File: config.mk
export PLATFORM = sky130hd
export DESIGN_NAME = ftdi_cmd_decode_flat
export DESIGN_NICKNAME = d
export VERILOG_FILES = /design/src/rtl/ftdi_cmd_decode_if.sv /design/src/rtl/ftdi_cmd_decode.sv /design/src/flat_wrapper.sv
export SDC_FILE = /design/constraint.sdc
export NUM_CORES = 1
export LEC_CHECK = 0
export ABC_CLOCK_PERIOD_IN_PS = 5500
export BUFFER_PORTS_ARGS = -buffer_cell sky130_fd_sc_hd__buf_2
export CAP_MARGIN = 20
export CELL_PAD_IN_SITES_DETAIL_PLACEMENT = 1
export CELL_PAD_IN_SITES_GLOBAL_PLACEMENT = 2
export CORE_MARGIN = 5
export CORE_UTILIZATION = 36
export CTS_BUF_LIST = sky130_fd_sc_hd__clkbuf_2 sky130_fd_sc_hd__clkbuf_4 sky130_fd_sc_hd__clkbuf_8
export DETAILED_ROUTE_END_ITERATION = 6
export PLACE_DENSITY_LB_ADDON = 0.1
export SLEW_MARGIN = 20
export SYNTH_ARGS = -nofsm -noshare
export SYNTH_HDL_FRONTEND = slang
export SYNTH_SLANG_ARGS = --single-unit
File: constraint.sdc
create_clock -name clk_i -period 5.5 [get_ports clk_i]
set_input_delay 0.55 -clock clk_i [delete_from_list [all_inputs] [get_ports clk_i]]
set_output_delay 0.55 -clock clk_i [all_outputs]
set_load 0.02 [all_outputs]
File: src/rtl/ftdi_cmd_decode_if.sv
// ftdi_cmd_decode_if: rx/tx byte streams and 32-bit memory bus seen by the command decoder
interface ftdi_cmd_decode_if;
    logic        rx_valid;
    logic [7:0]  rx_data;
    logic        rx_accept;
    logic        tx_valid;
    logic [7:0]  tx_data;
    logic        tx_accept;
    logic [31:0] mem_addr;
    logic [31:0] mem_data_wr;
    logic        mem_wr;
    logic        mem_rd;
    logic        mem_accept;
    logic        mem_ack;
    logic [31:0] mem_data_rd;

    modport master (
        input  rx_valid, rx_data, tx_accept, mem_accept, mem_ack, mem_data_rd,
        output rx_accept, tx_valid, tx_data, mem_addr, mem_data_wr, mem_wr, mem_rd
    );

    modport slave (
        output rx_valid, rx_data, tx_accept, mem_accept, mem_ack, mem_data_rd,
        input  rx_accept, tx_valid, tx_data, mem_addr, mem_data_wr, mem_wr, mem_rd
    );
endinterface

File: src/rtl/ftdi_cmd_decode.sv
// ftdi_cmd_decode: framed read/write command parser issuing single-outstanding 32-bit bus cycles; define FTDI_CMD_WRITE_RESP_EN for a 0xA5 write acknowledge byte
module ftdi_cmd_decode #(
    parameter int TIMEOUT_W = 16
) (
    input logic               clk_i,
    input logic               rst_i,
    ftdi_cmd_decode_if.master bus
);
    typedef enum logic [3:0] {
        IDLE, LEN, ADDR, DATA, WRITE, WACK, READ, RACK, TX
`ifdef FTDI_CMD_WRITE_RESP_EN
        , RESP
`endif
    } state_t;

`ifdef FTDI_CMD_WRITE_RESP_EN
    localparam state_t WR_END = RESP;
`else
    localparam state_t WR_END = IDLE;
`endif

    localparam logic [7:0]           CMD_WR  = 8'h10;
    localparam logic [7:0]           CMD_RD  = 8'h11;
    localparam logic [TIMEOUT_W-1:0] TMO_ONE = 1;

    state_t               state_q, state_n;
    logic                 cmd_wr_q, cmd_wr_n;
    logic [7:0]           len_q, len_n;
    logic [1:0]           idx_q, idx_n;
    logic [31:0]          addr_q, addr_n;
    logic [31:0]          wdata_q, wdata_n;
    logic [31:0]          rdata_q, rdata_n;
    logic [TIMEOUT_W-1:0] tmo_q, tmo_n;
    logic                 ack_q, ack_n;
    logic                 mem_wr_q, mem_wr_n;
    logic                 mem_rd_q, mem_rd_n;
    logic                 tx_valid_q, tx_valid_n;
    logic [7:0]           tx_data_q, tx_data_n;
    logic                 rx_fire;
    logic                 parsing;
    logic                 ack_seen;

    assign bus.rx_accept   = !rst_i && (state_q == IDLE || parsing);
    assign bus.tx_valid    = tx_valid_q;
    assign bus.tx_data     = tx_data_q;
    assign bus.mem_addr    = addr_q;
    assign bus.mem_data_wr = wdata_q;
    assign bus.mem_wr      = mem_wr_q;
    assign bus.mem_rd      = mem_rd_q;

    assign parsing  = state_q == LEN || state_q == ADDR || state_q == DATA;
    assign rx_fire  = bus.rx_valid && bus.rx_accept;
    assign ack_seen = bus.mem_ack || ack_q;

    // Next state, datapath updates and registered-output values
    always_comb begin
        state_n  = state_q;
        cmd_wr_n = cmd_wr_q;
        len_n    = len_q;
        idx_n    = idx_q;
        addr_n   = addr_q;
        wdata_n  = wdata_q;
        rdata_n  = rdata_q;
        tmo_n    = '0;
        ack_n    = (state_q == WRITE || state_q == READ) && bus.mem_accept && bus.mem_ack;
        case (state_q)
            IDLE: if (rx_fire && (bus.rx_data == CMD_WR || bus.rx_data == CMD_RD)) begin
                cmd_wr_n = bus.rx_data == CMD_WR;
                state_n  = LEN;
            end
            LEN: if (rx_fire) begin
                len_n   = bus.rx_data;
                idx_n   = 2'd0;
                state_n = ADDR;
            end
            ADDR: if (rx_fire) begin
                addr_n = {addr_q[23:0], bus.rx_data};
                idx_n  = idx_q + 2'd1;
                if (idx_q == 2'd3) begin
                    addr_n[1:0] = 2'b00;
                    state_n     = len_q == 8'd0 ? (cmd_wr_q ? WR_END : IDLE) : (cmd_wr_q ? DATA : READ);
                end
            end
            DATA: if (rx_fire) begin
                wdata_n = {wdata_q[23:0], bus.rx_data};
                idx_n   = idx_q + 2'd1;
                state_n = idx_q == 2'd3 ? WRITE : DATA;
            end
            WRITE: state_n = bus.mem_accept ? WACK : WRITE;
            WACK: if (ack_seen) begin
                len_n   = len_q - 8'd1;
                addr_n  = addr_q + 32'd4;
                state_n = len_q == 8'd1 ? WR_END : DATA;
            end
            READ: state_n = bus.mem_accept ? RACK : READ;
            RACK: if (ack_seen) begin
                rdata_n = bus.mem_data_rd;
                idx_n   = 2'd0;
                state_n = TX;
            end
            TX: if (bus.tx_accept) begin
                rdata_n = {rdata_q[23:0], 8'h00};
                idx_n   = idx_q + 2'd1;
                if (idx_q == 2'd3) begin
                    len_n   = len_q - 8'd1;
                    addr_n  = addr_q + 32'd4;
                    state_n = len_q == 8'd1 ? IDLE : READ;
                end
            end
`ifdef FTDI_CMD_WRITE_RESP_EN
            RESP: state_n = bus.tx_accept ? IDLE : RESP;
`endif
            default: state_n = IDLE;
        endcase
        if (parsing && !rx_fire) begin
            tmo_n = tmo_q + TMO_ONE;
            if (&tmo_q) begin
                tmo_n   = '0;
                state_n = IDLE;
            end
        end
        mem_wr_n   = state_n == WRITE;
        mem_rd_n   = state_n == READ;
        tx_valid_n = state_n == TX;
        tx_data_n  = tx_valid_n ? rdata_n[31:24] : 8'h00;
`ifdef FTDI_CMD_WRITE_RESP_EN
        if (state_n == RESP) begin
            tx_valid_n = 1'b1;
            tx_data_n  = 8'hA5;
        end
`endif
    end

    // State and output registers; reset drops any pending request at once
    always_ff @(posedge clk_i or posedge rst_i) begin
        if (rst_i) begin
            state_q    <= IDLE;
            cmd_wr_q   <= 1'b0;
            len_q      <= 8'd0;
            idx_q      <= 2'd0;
            addr_q     <= 32'd0;
            wdata_q    <= 32'd0;
            rdata_q    <= 32'd0;
            tmo_q      <= '0;
            ack_q      <= 1'b0;
            mem_wr_q   <= 1'b0;
            mem_rd_q   <= 1'b0;
            tx_valid_q <= 1'b0;
            tx_data_q  <= 8'd0;
        end else begin
            state_q    <= state_n;
            cmd_wr_q   <= cmd_wr_n;
            len_q      <= len_n;
            idx_q      <= idx_n;
            addr_q     <= addr_n;
            wdata_q    <= wdata_n;
            rdata_q    <= rdata_n;
            tmo_q      <= tmo_n;
            ack_q      <= ack_n;
            mem_wr_q   <= mem_wr_n;
            mem_rd_q   <= mem_rd_n;
            tx_valid_q <= tx_valid_n;
            tx_data_q  <= tx_data_n;
        end
    end
endmodule

File: src/flat_wrapper.sv
// flat-port wrapper written by rule: the top's interface ports become plain ports
module ftdi_cmd_decode_flat 
#(
    parameter int TIMEOUT_W = 16
)
  (clk_i, rst_i, bus_rx_valid, bus_rx_data, bus_tx_accept, bus_mem_accept, bus_mem_ack, bus_mem_data_rd, bus_rx_accept, bus_tx_valid, bus_tx_data, bus_mem_addr, bus_mem_data_wr, bus_mem_wr, bus_mem_rd);
  ftdi_cmd_decode_if bus_i ();
  input logic clk_i;
  input logic rst_i;
  input wire logic [$bits(bus_i.rx_valid)-1:0] bus_rx_valid;
  input wire logic [$bits(bus_i.rx_data)-1:0] bus_rx_data;
  input wire logic [$bits(bus_i.tx_accept)-1:0] bus_tx_accept;
  input wire logic [$bits(bus_i.mem_accept)-1:0] bus_mem_accept;
  input wire logic [$bits(bus_i.mem_ack)-1:0] bus_mem_ack;
  input wire logic [$bits(bus_i.mem_data_rd)-1:0] bus_mem_data_rd;
  output wire logic [$bits(bus_i.rx_accept)-1:0] bus_rx_accept;
  output wire logic [$bits(bus_i.tx_valid)-1:0] bus_tx_valid;
  output wire logic [$bits(bus_i.tx_data)-1:0] bus_tx_data;
  output wire logic [$bits(bus_i.mem_addr)-1:0] bus_mem_addr;
  output wire logic [$bits(bus_i.mem_data_wr)-1:0] bus_mem_data_wr;
  output wire logic [$bits(bus_i.mem_wr)-1:0] bus_mem_wr;
  output wire logic [$bits(bus_i.mem_rd)-1:0] bus_mem_rd;
  assign bus_i.rx_valid = bus_rx_valid;
  assign bus_i.rx_data = bus_rx_data;
  assign bus_i.tx_accept = bus_tx_accept;
  assign bus_i.mem_accept = bus_mem_accept;
  assign bus_i.mem_ack = bus_mem_ack;
  assign bus_i.mem_data_rd = bus_mem_data_rd;
  assign bus_rx_accept = bus_i.rx_accept;
  assign bus_tx_valid = bus_i.tx_valid;
  assign bus_tx_data = bus_i.tx_data;
  assign bus_mem_addr = bus_i.mem_addr;
  assign bus_mem_data_wr = bus_i.mem_data_wr;
  assign bus_mem_wr = bus_i.mem_wr;
  assign bus_mem_rd = bus_i.mem_rd;
  ftdi_cmd_decode #(.TIMEOUT_W(TIMEOUT_W)) u_core (.clk_i(clk_i), .rst_i(rst_i), .bus(bus_i));
endmodule
After elaboration in Yosys (flattened, before gate mapping)
Index checks and enable logic that the tools add are counted.

word-level totals
  bits in read-only memories = 0
  bits in writable memories = 0
  register bits after elaboration = 139
  latch bits = 0
  output and inout port bits = 76
  memories kept = 0

operators by class
  $add $sub $neg = 4
  order comparisons = 0
  bitwise gates (word level) = 0
  eq/ne operators = 22
  shift operators = 0
  multipliers = 0
  reductions and logical operators = 28
  divide/modulo/power cells = 0
  multiplexer cells = 41

operators by type and width
  kind                                                                    count
  32-bit 2-to-1 mux                                                       6
  32-bit one-hot mux with 3 select lines                                  1
  32-bit one-hot mux with 2 select lines                                  1
  4-bit 2-to-1 mux                                                        12
  8-bit 2-to-1 mux                                                        5
  4-bit one-hot mux with 9 select lines                                   1
  32-bit by 3-bit adder with 32-bit output (second input constant)        1
  16-bit 2-to-1 mux                                                       2
  4-bit by 3-bit equality test with 1-bit output (second input constant)  6
  8-bit one-hot mux with 3 select lines                                   1
  16-bit by 1-bit adder with 16-bit output (second input constant)        1
  8-bit by 5-bit equality test with 1-bit output (second input constant)  2
  16-bit AND reduction                                                    1
  5-bit AND reduction                                                     3
  2-bit 2-to-1 mux                                                        6
  2-bit by 1-bit != test with 1-bit output (second input constant)        6
  3-bit 2-to-1 mux                                                        3
  4-bit by 2-bit equality test with 1-bit output (second input constant)  2
  4-bit equality test (second input constant)                             2
  8-bit by 1-bit equality test with 1-bit output (second input constant)  1
  8-bit zero test                                                         1
  2-bit one-hot mux with 4 select lines                                   1
  8-bit by 1-bit subtractor with 8-bit output (second input constant)     1
  1-bit logical AND                                                       6
  other kinds (14)                                                        23

Depth between registers and ports, before layout
Gate-level depths: netlist (run 1).

  depth after elaboration = 13
  mapped depth = 8

Least setup slack after synthesis (run 1)
OpenSTA, ideal clock, no wires.

  kind = input -> register
  from = input port rst_i
  to = register u_core.wdata_q[1], in the netlist u_core.bus.mem_data_wr[1]
  arrival = 1.786 ns
  path buffers = 2
  setup time = 0.125 ns
  setup slack = 3.589 ns
  required time = 5.375 ns
  cell stages on the path = 5
  cells stage by stage = nor4b_2 > and3_1 > clkbuf_1 > buf_2 > mux2_2

on the way
  longest elaborated chain between the ends = 4

ends and longest elaborated chain
  item                                  RTL line                RTL
  from (decl)                           flat_wrapper.sv:9       input logic rst_i;
  1-bit zero test (no source line)      -
  1-bit logical AND                     ftdi_cmd_decode.sv:43   assign bus.rx_accept = !rst_i && (state_q == IDLE || parsing);
  1-bit logical AND                     ftdi_cmd_decode.sv:52   assign rx_fire = bus.rx_valid && bus.rx_accept;
  2-bit AND reduction (no source line)  -
  to (signal assigned)                  ftdi_cmd_decode.sv:156  wdata_q <= wdata_n;
  to (decl)                             ftdi_cmd_decode.sv:31   logic [31:0] wdata_q, wdata_n;

No other way between the ends.
A chain may end at the register's enable or synchronous reset.

Final worst setup path (run 1)
  from = register u_core.state_q[1]
  to = register u_core.tx_data_q[4], in the netlist u_core.bus.tx_data[4]

on the way
  longest elaborated chain between the ends = 13

ends and longest elaborated chain
  item                                                                                                                     RTL line                                      RTL
  from (decl)                                                                                                              ftdi_cmd_decode.sv:26                         state_t state_q, state_n;
  from (signal assigned)                                                                                                   ftdi_cmd_decode.sv:151                        state_q <= state_n;
  4-bit by 1-bit equality test with 1-bit output / 4-bit by 2-bit equality test with 1-bit output (equally long branches)  ftdi_cmd_decode.sv:51, ftdi_cmd_decode.sv:66
  1-bit logical OR (2 in a row)                                                                                            ftdi_cmd_decode.sv:51                         assign parsing = state_q == LEN || state_q == ADDR || state_q == DATA;
  1-bit logical OR                                                                                                         ftdi_cmd_decode.sv:43
  1-bit logical AND                                                                                                        ftdi_cmd_decode.sv:43
  1-bit logical AND                                                                                                        ftdi_cmd_decode.sv:52
  1-bit logical AND                                                                                                        ftdi_cmd_decode.sv:67                         IDLE: if (rx_fire && (bus.rx_data == CMD_WR || bus.rx_data == CMD_RD)) begin
  4-bit 2-to-1 mux                                                                                                         ftdi_cmd_decode.sv:67
  4-bit one-hot mux with 9 select lines                                                                                    ftdi_cmd_decode.sv:66                         case (state_q)
  4-bit 2-to-1 mux                                                                                                         ftdi_cmd_decode.sv:117                        if (&tmo_q) begin
  4-bit 2-to-1 mux                                                                                                         ftdi_cmd_decode.sv:115                        if (parsing && !rx_fire) begin
  4-bit equality test                                                                                                      ftdi_cmd_decode.sv:124                        tx_valid_n = state_n == TX;
  8-bit 2-to-1 mux *                                                                                                       ftdi_cmd_decode.sv:125                        tx_data_n = tx_valid_n ? rdata_n[31:24] : 8'h00;
  named net u_core.tx_data_n[4]                                                                                            ftdi_cmd_decode.sv:38                         logic [7:0] tx_data_q, tx_data_n;
  to (signal assigned)                                                                                                     ftdi_cmd_decode.sv:163                        tx_data_q <= tx_data_n;
  to (decl)                                                                                                                ftdi_cmd_decode.sv:38

The timed path passes the listed nets; every way through them passes the cells marked *.

==> results of run 1 <==
metal layers:
metal	vias to the layer above	global-route usage (%)
met5	-	0
met4	2	5.03
met1	2798	24.9
li1	2653	-
met2	122	27.9
met3	19	5.02
worst min path at each step:
stage                             from                  to
floorplan           u_core.rdata_q[24]  u_core.rdata_q[24]
global placement    u_core.rdata_q[30]  u_core.rdata_q[30]
detailed placement  u_core.rdata_q[28]  u_core.rdata_q[28]
CTS                 bus_mem_data_rd[4]   u_core.rdata_q[4]
global route        bus_mem_data_rd[4]   u_core.rdata_q[4]
finish                           rst_i     u_core.tmo_q[0]
synth_stat cells, drive strengths merged, types with 6 or more instances:
cell type  number  area [µm²]
a211oi          6        57.6
a21oi          50         250
a22o           12         106
a22oi          26         200
a31oi           6        37.5
and3            7        43.8
and4           10        87.6
buf            23         128
clkbuf         10        37.5
dfrtp         139        3480
ha              6        75.1
inv            11        41.3
mux2           32         360
nand2          99         379
nand3          21         105
nand4          13        81.3
nor2           64         245
nor3           15         101
nor4            6        43.8
o21ai          30         161
o22ai          12        75.1
xnor2           7        61.3
xor2            7        61.3
sequential cells by signal, indices dropped and copies added, names as in the netlist:
name                    flops
u_core.tmo_q               16
u_core.bus.tx_valid         1
u_core.len_q                8
u_core.state_q              4
u_core.bus.mem_addr        32
u_core.rdata_q             32
u_core.idx_q                2
u_core.bus.mem_wr           1
u_core.bus.tx_data          8
u_core.bus.mem_data_wr     32
u_core.ack_q                1
u_core.cmd_wr_q             1
u_core.bus.mem_rd           1
cell usage in the layout (no fill, tap or decap), drive strengths merged, types with 5 or more instances in the layout:
cell / count
nand4: 13
ha: 6
o22ai: 12
nor4: 6
mux2i: 5
dfrtp: 139
and4: 10
o22a: 5
mux2: 32
xor2: 7
o31ai: 5
buf: 128
xnor2: 7
nor2: 64
o21ai: 30
nand2: 99
and3: 7
clkbuf: 18
o211ai: 5
a21oi: 50
a31oi: 6
nor3: 15
inv: 14
a211oi: 6
nand3: 21
a22oi: 26
a22o: 12
report_power, final:
group          switching [µW]  internal [µW]  leakage [µW]
sequential                333           1250       0.00181
clock                     423            502      0.000207
combinational             638            376       0.00171
worst reg2reg max path, stage by stage (launching register included):
cell	delay (ns)
dfrtp_1	0.59
nor4b_4	0.49
and2_1	0.91
nor2_2	0.37
buf_4	0.31
nand2_1	0.12
a21oi_1	0.08
area by class of cell:
class	count	area [µm²]
sequential	139	3480
tap	229	287
clock buffer	18	241
clock inverter	13	193
fill	2073	10200
timing repair buffer	128	658
inverter	11	46.3
multi-input combinational	483	2990
per-stage QoR:
step / std cells / area (µm²) / setup slack, ns / total power [µW]
finish: 1021 / 7900 / 2.47 / 3520
global route: 1021 / 7900 / 2.21 / 3760
CTS: 1021 / 7900 / 2.46 / 3560
detailed placement: 990 / 7460 / 2.47 / 2620
global placement: 990 / 7460 / 2.59 / 2580
floorplan: 666 / 6670 / 1.23 / 2220
kinds of logic (layout without fill, tap and decap cells):
family | count (synthesis) | in the layout | synth area share [%]
AO/OA/AOI/OAI | 169 | 169 | 16.6
XOR/XNOR | 14 | 14 | 1.84
adder cells (fa/ha/maj) | 6 | 6 | 1.13
buffers and inverters | 44 | 170 | 3.10
flip-flops | 139 | 139 | 52.1
multiplexers | 37 | 37 | 6.15
AND/OR/NAND/NOR | 257 | 257 | 19.1
==> impl_results.md, run 1 <==
- Status: completed
- Total congestion overflow: 0
- Worst hold slack: 0.302 ns
- R2R depth: 6
- Critical path endpoint category: flop
- Period utilization: 55.1%
- Synth Cell Area: 6670 µm²
- CTS tree: yes
- Initial DRC Count: 219
- Syn Inst Count: 666
- Slew @ Worst Pin: 1.08 ns
- Num Clock Sinks: 139
- # setup viols final: 0
- Area grow syn2layout: 18.4%
- Detailed-route via count: 5,594
- Fin crit period: 3.03 ns
- Core ar.: 18,100 µm²
- Synth warn: 0
- Worst path cell trace: nor4b_4, and2_1, nor2_2, buf_4, nand2_1, a21oi_1
- PortBufs: 121
- Nets: 832
- Antenna violations before repair: 1
- H-tree depth reported by CTS: 4
- Worst path arrival time: 3.32 ns
- Commonest register cell after synthesis: dfrtp_1
- Buf/Inv on CP: 1
- Sequential share of the synthesized area: 52.1%
- Die H: 146 µm
- CP max stage cell: and2_1
- Reg2reg end: u_core.bus.tx_data[4]
- Die X: 146 µm
- Biggest cell delay along the critical path: 0.91 ns
- Crit path max-delay family: simple AND/OR/NAND/NOR gates
- Final ANT Viol Nets: 0
- Final WL: 19,000 µm
- Reg clk slew, reported paths: 0.09 ns
- Share of layout cells above drive strength 1: 26.5%
- Max FO, Critical Path: 27
- Levels on crit path: 6
- WP data required: 5.79 ns
- Clk_lat worst skew: 0.45 ns
- Clock Path Buffers: 2
- Tightest Hold Check Type: in2async
- Max-Cap Viols: 0
- Final setup TNS: 0 ns
- Netlist cell types: 61
- Slew HR: 28.3%
- Crit path kind: reg2reg
- Root Driver: clkbuf_8
- Power per cell area: 446 nW/µm²
- Avg Cell Area, Syn: 10.0 µm²
- Drt drc: 0
- Post-CTS Setup Repair Bufs: 0
- Met1 WL: 9230 µm
- Critical Path Sink: u_core.bus.tx_data[4]
- Starting density of the core: 36.9%
- Peak VDD IR: 0.209 mV
- Met3 wire len: 1010 µm
- Critical path launch point: u_core.state_q[1]
- Antenna Cells: 0
- Fin. Hold Viols: 0
- Worst Setup Start Kind: flop
- DR WL met2: 8580 µm
- Finished Core Util: 43.7%
- Async S/R FF share, synth: 100%
- Top Ports: 122
- Slew Limit Fails: 0
- RSZ-0062 raised after global routing: no
- Synth Net Count: 718
- FMAX: 0.330 GHz
- Post_cts resized: 0
- CTS buffer count: 17
- Rows: 49
- Overall Global Routing Usage: 18.0%
- Leak: 0.00372 µW
- Max Used Layer: met5
- Vias per cell: 5.48
- Post-CTS Hold Fix Bufs: 0
- Dpl hpwl: 13,400 µm
- Post-synth EDFFs: 0
- Die ar.: 21,400 µm²
- 1st-pass router iterations: 5
- GP Congestion: 0.817
- Worst R2R Start: u_core.state_q[1]
- Vias in the first global route: 5,892
- First-pass GRT wire length: 31,600 µm
- Flop2flop setup slack: 2.47 ns
- Post-DR wirelength/cell: 18.6 µm
- Post-route clock skew: 0.0131 ns
- FF+latch count, synth: 139
- Largest net degree at the start of global routing: 92
(Power assumes the default switching activity.)
==> run 2: changes to the inputs <==
--- a/config.mk
+++ b/config.mk
@@ -5,13 +5,14 @@
 export SDC_FILE = /design/constraint.sdc
 export NUM_CORES = 1
 export LEC_CHECK = 0
-export ABC_CLOCK_PERIOD_IN_PS = 5500
+export ABC_AREA = 1
+export ABC_CLOCK_PERIOD_IN_PS = 3000
 export BUFFER_PORTS_ARGS = -buffer_cell sky130_fd_sc_hd__buf_2
 export CAP_MARGIN = 20
 export CELL_PAD_IN_SITES_DETAIL_PLACEMENT = 1
 export CELL_PAD_IN_SITES_GLOBAL_PLACEMENT = 2
 export CORE_MARGIN = 5
-export CORE_UTILIZATION = 36
+export CORE_UTILIZATION = 34
 export CTS_BUF_LIST = sky130_fd_sc_hd__clkbuf_2 sky130_fd_sc_hd__clkbuf_4 sky130_fd_sc_hd__clkbuf_8
 export DETAILED_ROUTE_END_ITERATION = 6
 export PLACE_DENSITY_LB_ADDON = 0.1
==> constraint.sdc (replaced) <==
create_clock -name clk_i -period 3 [get_ports clk_i]
set_input_delay 0.3 -clock clk_i [delete_from_list [all_inputs] [get_ports clk_i]]
set_output_delay 0.3 -clock clk_i [all_outputs]
set_load 0.02 [all_outputs]
==> impl_results.md, run 2 <==
- Status: completed
- Fin. Hold Viols: 0 (unchanged)
- 1st-pass router iterations: 4 (-1)
- Total Power: 3960 µW (+13%)
- Final WL: 21,300 µm (+12%)
- Power Internal: 2750 µW (+29%)
- Die X: 156 µm (+6.5%)
- Avg Cell Area, Syn: 7.89 µm² (-21%)
- Syn Inst Count: 914 (+37%)
- Rows: 53 (+8.2%)
- Root Driver: clkbuf_8
- Biggest cell delay along the critical path: 0.46 ns (-0.45 ns)
- WP data required: 3.39 ns (-2.40 ns)
- Sw Ratio: 30.5% (-9.0 points)
- Post_cts resized: 0 (unchanged)
- Slew HR: 40.7% (+12 points)
- Final Cell Area: 8490 µm² (+7.6%)
- Post-DR wirelength/cell: 16.2 µm (-13%)
- Tightest Hold Check Type: in2reg
- Largest net degree at the start of global routing: 74 (-20%)
- FMAX: 0.469 GHz (+42%)
- Post-synth EDFFs: 0 (unchanged)
- Placed insts: 1,288 (+30%)
- Antenna violations before repair: 0 (-1)
- PortBufs: 121 (unchanged)
- CTS buffer count: 17 (unchanged)
- Vias per cell: 4.83 (-12%)
- Die ar.: 24,200 µm² (+14%)
- Sequential power share: 51.0% (+6.1 points)
- Commonest register cell after synthesis: dfrtp_1
- Sw Pwr: 1210 µW (-13%)
- Netlist cell types: 43 (-30%)
- Worst Setup Start Kind: flop
- Synth warn: 0 (unchanged)
- Area grow syn2layout: 17.7%
- Critical path endpoint category: flop
- Detailed-route via count: 6,378 (+14%)
- Post-CTS Hold Fix Bufs: 0 (unchanged)
- CTS tree: yes
- Synth Cell Area: 7220 µm² (+8.2%)
- Top Usage Layer GRT: met2
- Core ar.: 21,000 µm² (+16%)
- CP max stage cell: nor2_8
- Top-count cell post-synth: nand2_1
- Post-route clock skew: 0.0206 ns (+0.00754 ns)
- Post-CTS Setup Repair Bufs: 0 (unchanged)
- Clk_lat worst skew: 0.47 ns (+0.02 ns)
- Leak: 0.00418 µW (+12%)
- Slew Limit Fails: 0 (unchanged)
- Crit path kind: reg2reg
- FF+latch count, synth: 139 (unchanged)
- Fin crit period: 2.13 ns (-0.898 ns)
- Final ANT Viol Nets: 0 (unchanged)
- Top Ports: 122 (unchanged)
- Die H: 156 µm (+6.5%)
- Share of total power in the clock network: 40.2% (+14 points)
- Period utilization: 71.1% (+16 points)
- Worst path cell trace: inv_1, nor2_2, nand2_1, nand2_2, o21ai_4, nor2_8, o21ai_0, o21ai_1
- Share of layout cells above drive strength 1: 19.9% (-6.6 points)
- Max FO, Critical Path: 37 (+37%)
- Initial DRC Count: 242 (+11%)
- Final std cells w/o fill: 1,321 (+29%)
- Met3 GRT Util: 4.63% (-0.39 points)
- Placed cell area: 8090 µm² (+8.5%)
- Fillers: 2,626 (+27%)
- Reg clk slew, reported paths: 0.10 ns (about the same)
- Num Clock Sinks: 139 (unchanged)
- Synth top cells by count: nand2_1 (256), dfrtp_1 (139), inv_1 (95)
- Combinational share of power: 8.8% (-20 points)
- Synth area leader: dfrtp_1
- Total congestion overflow: 0 (unchanged)
- Clock Path Buffers: 2 (unchanged)
- Power per cell area: 466 nW/µm² (+4.6%)
- Synth Net Count: 966 (+35%)
- Worst path arrival time: 2.53 ns (-0.79 ns)
- Sequential share of the synthesized area: 48.2% (-3.9 points)
- Peak VDD IR: 0.231 mV (+11%)
- Yosys top cell area share: 48.2% (-3.9 points)
- Slew @ Worst Pin: 0.889 ns (-0.187 ns)
- Dpl hpwl: 15,300 µm (+14%)
- GP Congestion: 0.827 (+1.2%)
- Overall Global Routing Usage: 18.3% (+0.24 points)
- Async S/R FF share, synth: 100% (unchanged)
- Global-route met1 utilization: 24.8% (-0.099 points)
- Met2 usage: 29.6% (+1.8 points)
- Nets: 1,084 (+30%)
- Most common cell after layout, fill and taps aside: nand2_1
- Commonest cells after routing, fill and taps aside: nand2_1 (255), dfrtp_1 (139), buf_2 (121)
- Starting density of the core: 34.4% (-2.4 points)
- H-tree depth reported by CTS: 4 (unchanged)
- Max-Cap Viols: 0 (unchanged)
- Synth area leaders: dfrtp_1 (48%), nand2_1 (13%), inv_1 (4.9%)
- # setup viols final: 0 (unchanged)
- Vias in the first global route: 6,619 (+12%)
- First-pass GRT wire length: 35,500 µm (+12%)
- Drt drc: 0 (unchanged)
- RSZ-0062 raised after global routing: no
==> run 2: cells by family (layout without fill, tap and decap cells) <==
kind of cell | after synthesis | count (layout) | synth area share (%)
xor gates and xnor gates | 16 | 16 | 1.94
other | 0 | 1 | 0
adders and majority gates | 6 | 6 | 1.04
and+or+nand+nor | 480 | 480 | 29.0
DFF | 139 | 139 | 48.2
buffers and inverters | 130 | 261 | 7.61
AOI/OAI and AO/OA | 129 | 129 | 9.97
muxes | 14 | 14 | 2.18
==> run 2: power by group through the flow <==
stage / logic (µW) / clock network (µW) / registers (µW)
global route: 396 / 1730 / 2030
detailed placement: 355 / 0 / 2060
floorplan: 178 / 0 / 2070
global placement: 356 / 0 / 2060
finish: 349 / 1590 / 2020
CTS: 358 / 1640 / 2020
==> run 2: layout make-up <==
class                           count  area [µm²]  area share (%)
Sequential cell                   139        3480            40.9
Inverter                          104         397            4.67
Clock inverter                     14         155            1.83
Timing Repair Buffer              125         652            7.67
Antenna cell                        1        2.50          0.0295
Multi-Input combinational cell    645        3220            38.0
Clock buffer                       18         241            2.84
Tap cell                          275         344            4.05
==> run 2: routing by layer <==
layer	part of all wire [%]	vias to the layer above	routed length [µm]
li1	-	3199	-
met1	48	3060	10200
met2	47	103	10000
met3	4.6	16	972
met4	0.80	0	170
met5	0	-	0
==> run 2: worst max-delay path, delay by kind of cell (launching register included) <==
family	cells	cell delay (ns)
simple gates	4	1.04
compound gates	3	0.46
flops	1	0.44
buf+inv	1	0.10
==> run 2: stage by stage <==
| step | TNS, ns | setup WS, ns | utilization, % | hold WS (ns) |
|---|---|---|---|---|
| after CTS | 0 | 0.838 | 40.5 | 0.00757 |
| after global routing | 0 | 0.621 | 40.5 | 0.0158 |
| after global placement | 0 | 0.854 | 38.6 | 0.456 |
| after detailed placement | 0 | 0.870 | 38.6 | 0.463 |
| after floorplan | -42.34 | -0.643 | - | 0.393 |
| final | 0 | 0.866 | 40.5 | 0.0364 |
==> run 2: final timing paths <==
kind | from | end | slack (ns) | depth (start not counted)
setup / recovery | u_core.state_q[2] | u_core.bus.mem_addr[15] | 0.87 | 8
hold reg to reg | u_core.tmo_q[0] | u_core.tmo_q[0] | 0.47 | 1
min in group asynchronous | rst_i | u_core.ack_q | 0.09 | 3
hold / removal | bus_mem_data_rd[16] | u_core.rdata_q[16] | 0.04 | 3
max in group asynchronous | rst_i | u_core.bus.mem_addr[3] | 2.22 | 3
setup reg to reg | u_core.state_q[2] | u_core.bus.mem_addr[15] | 0.87 | 8
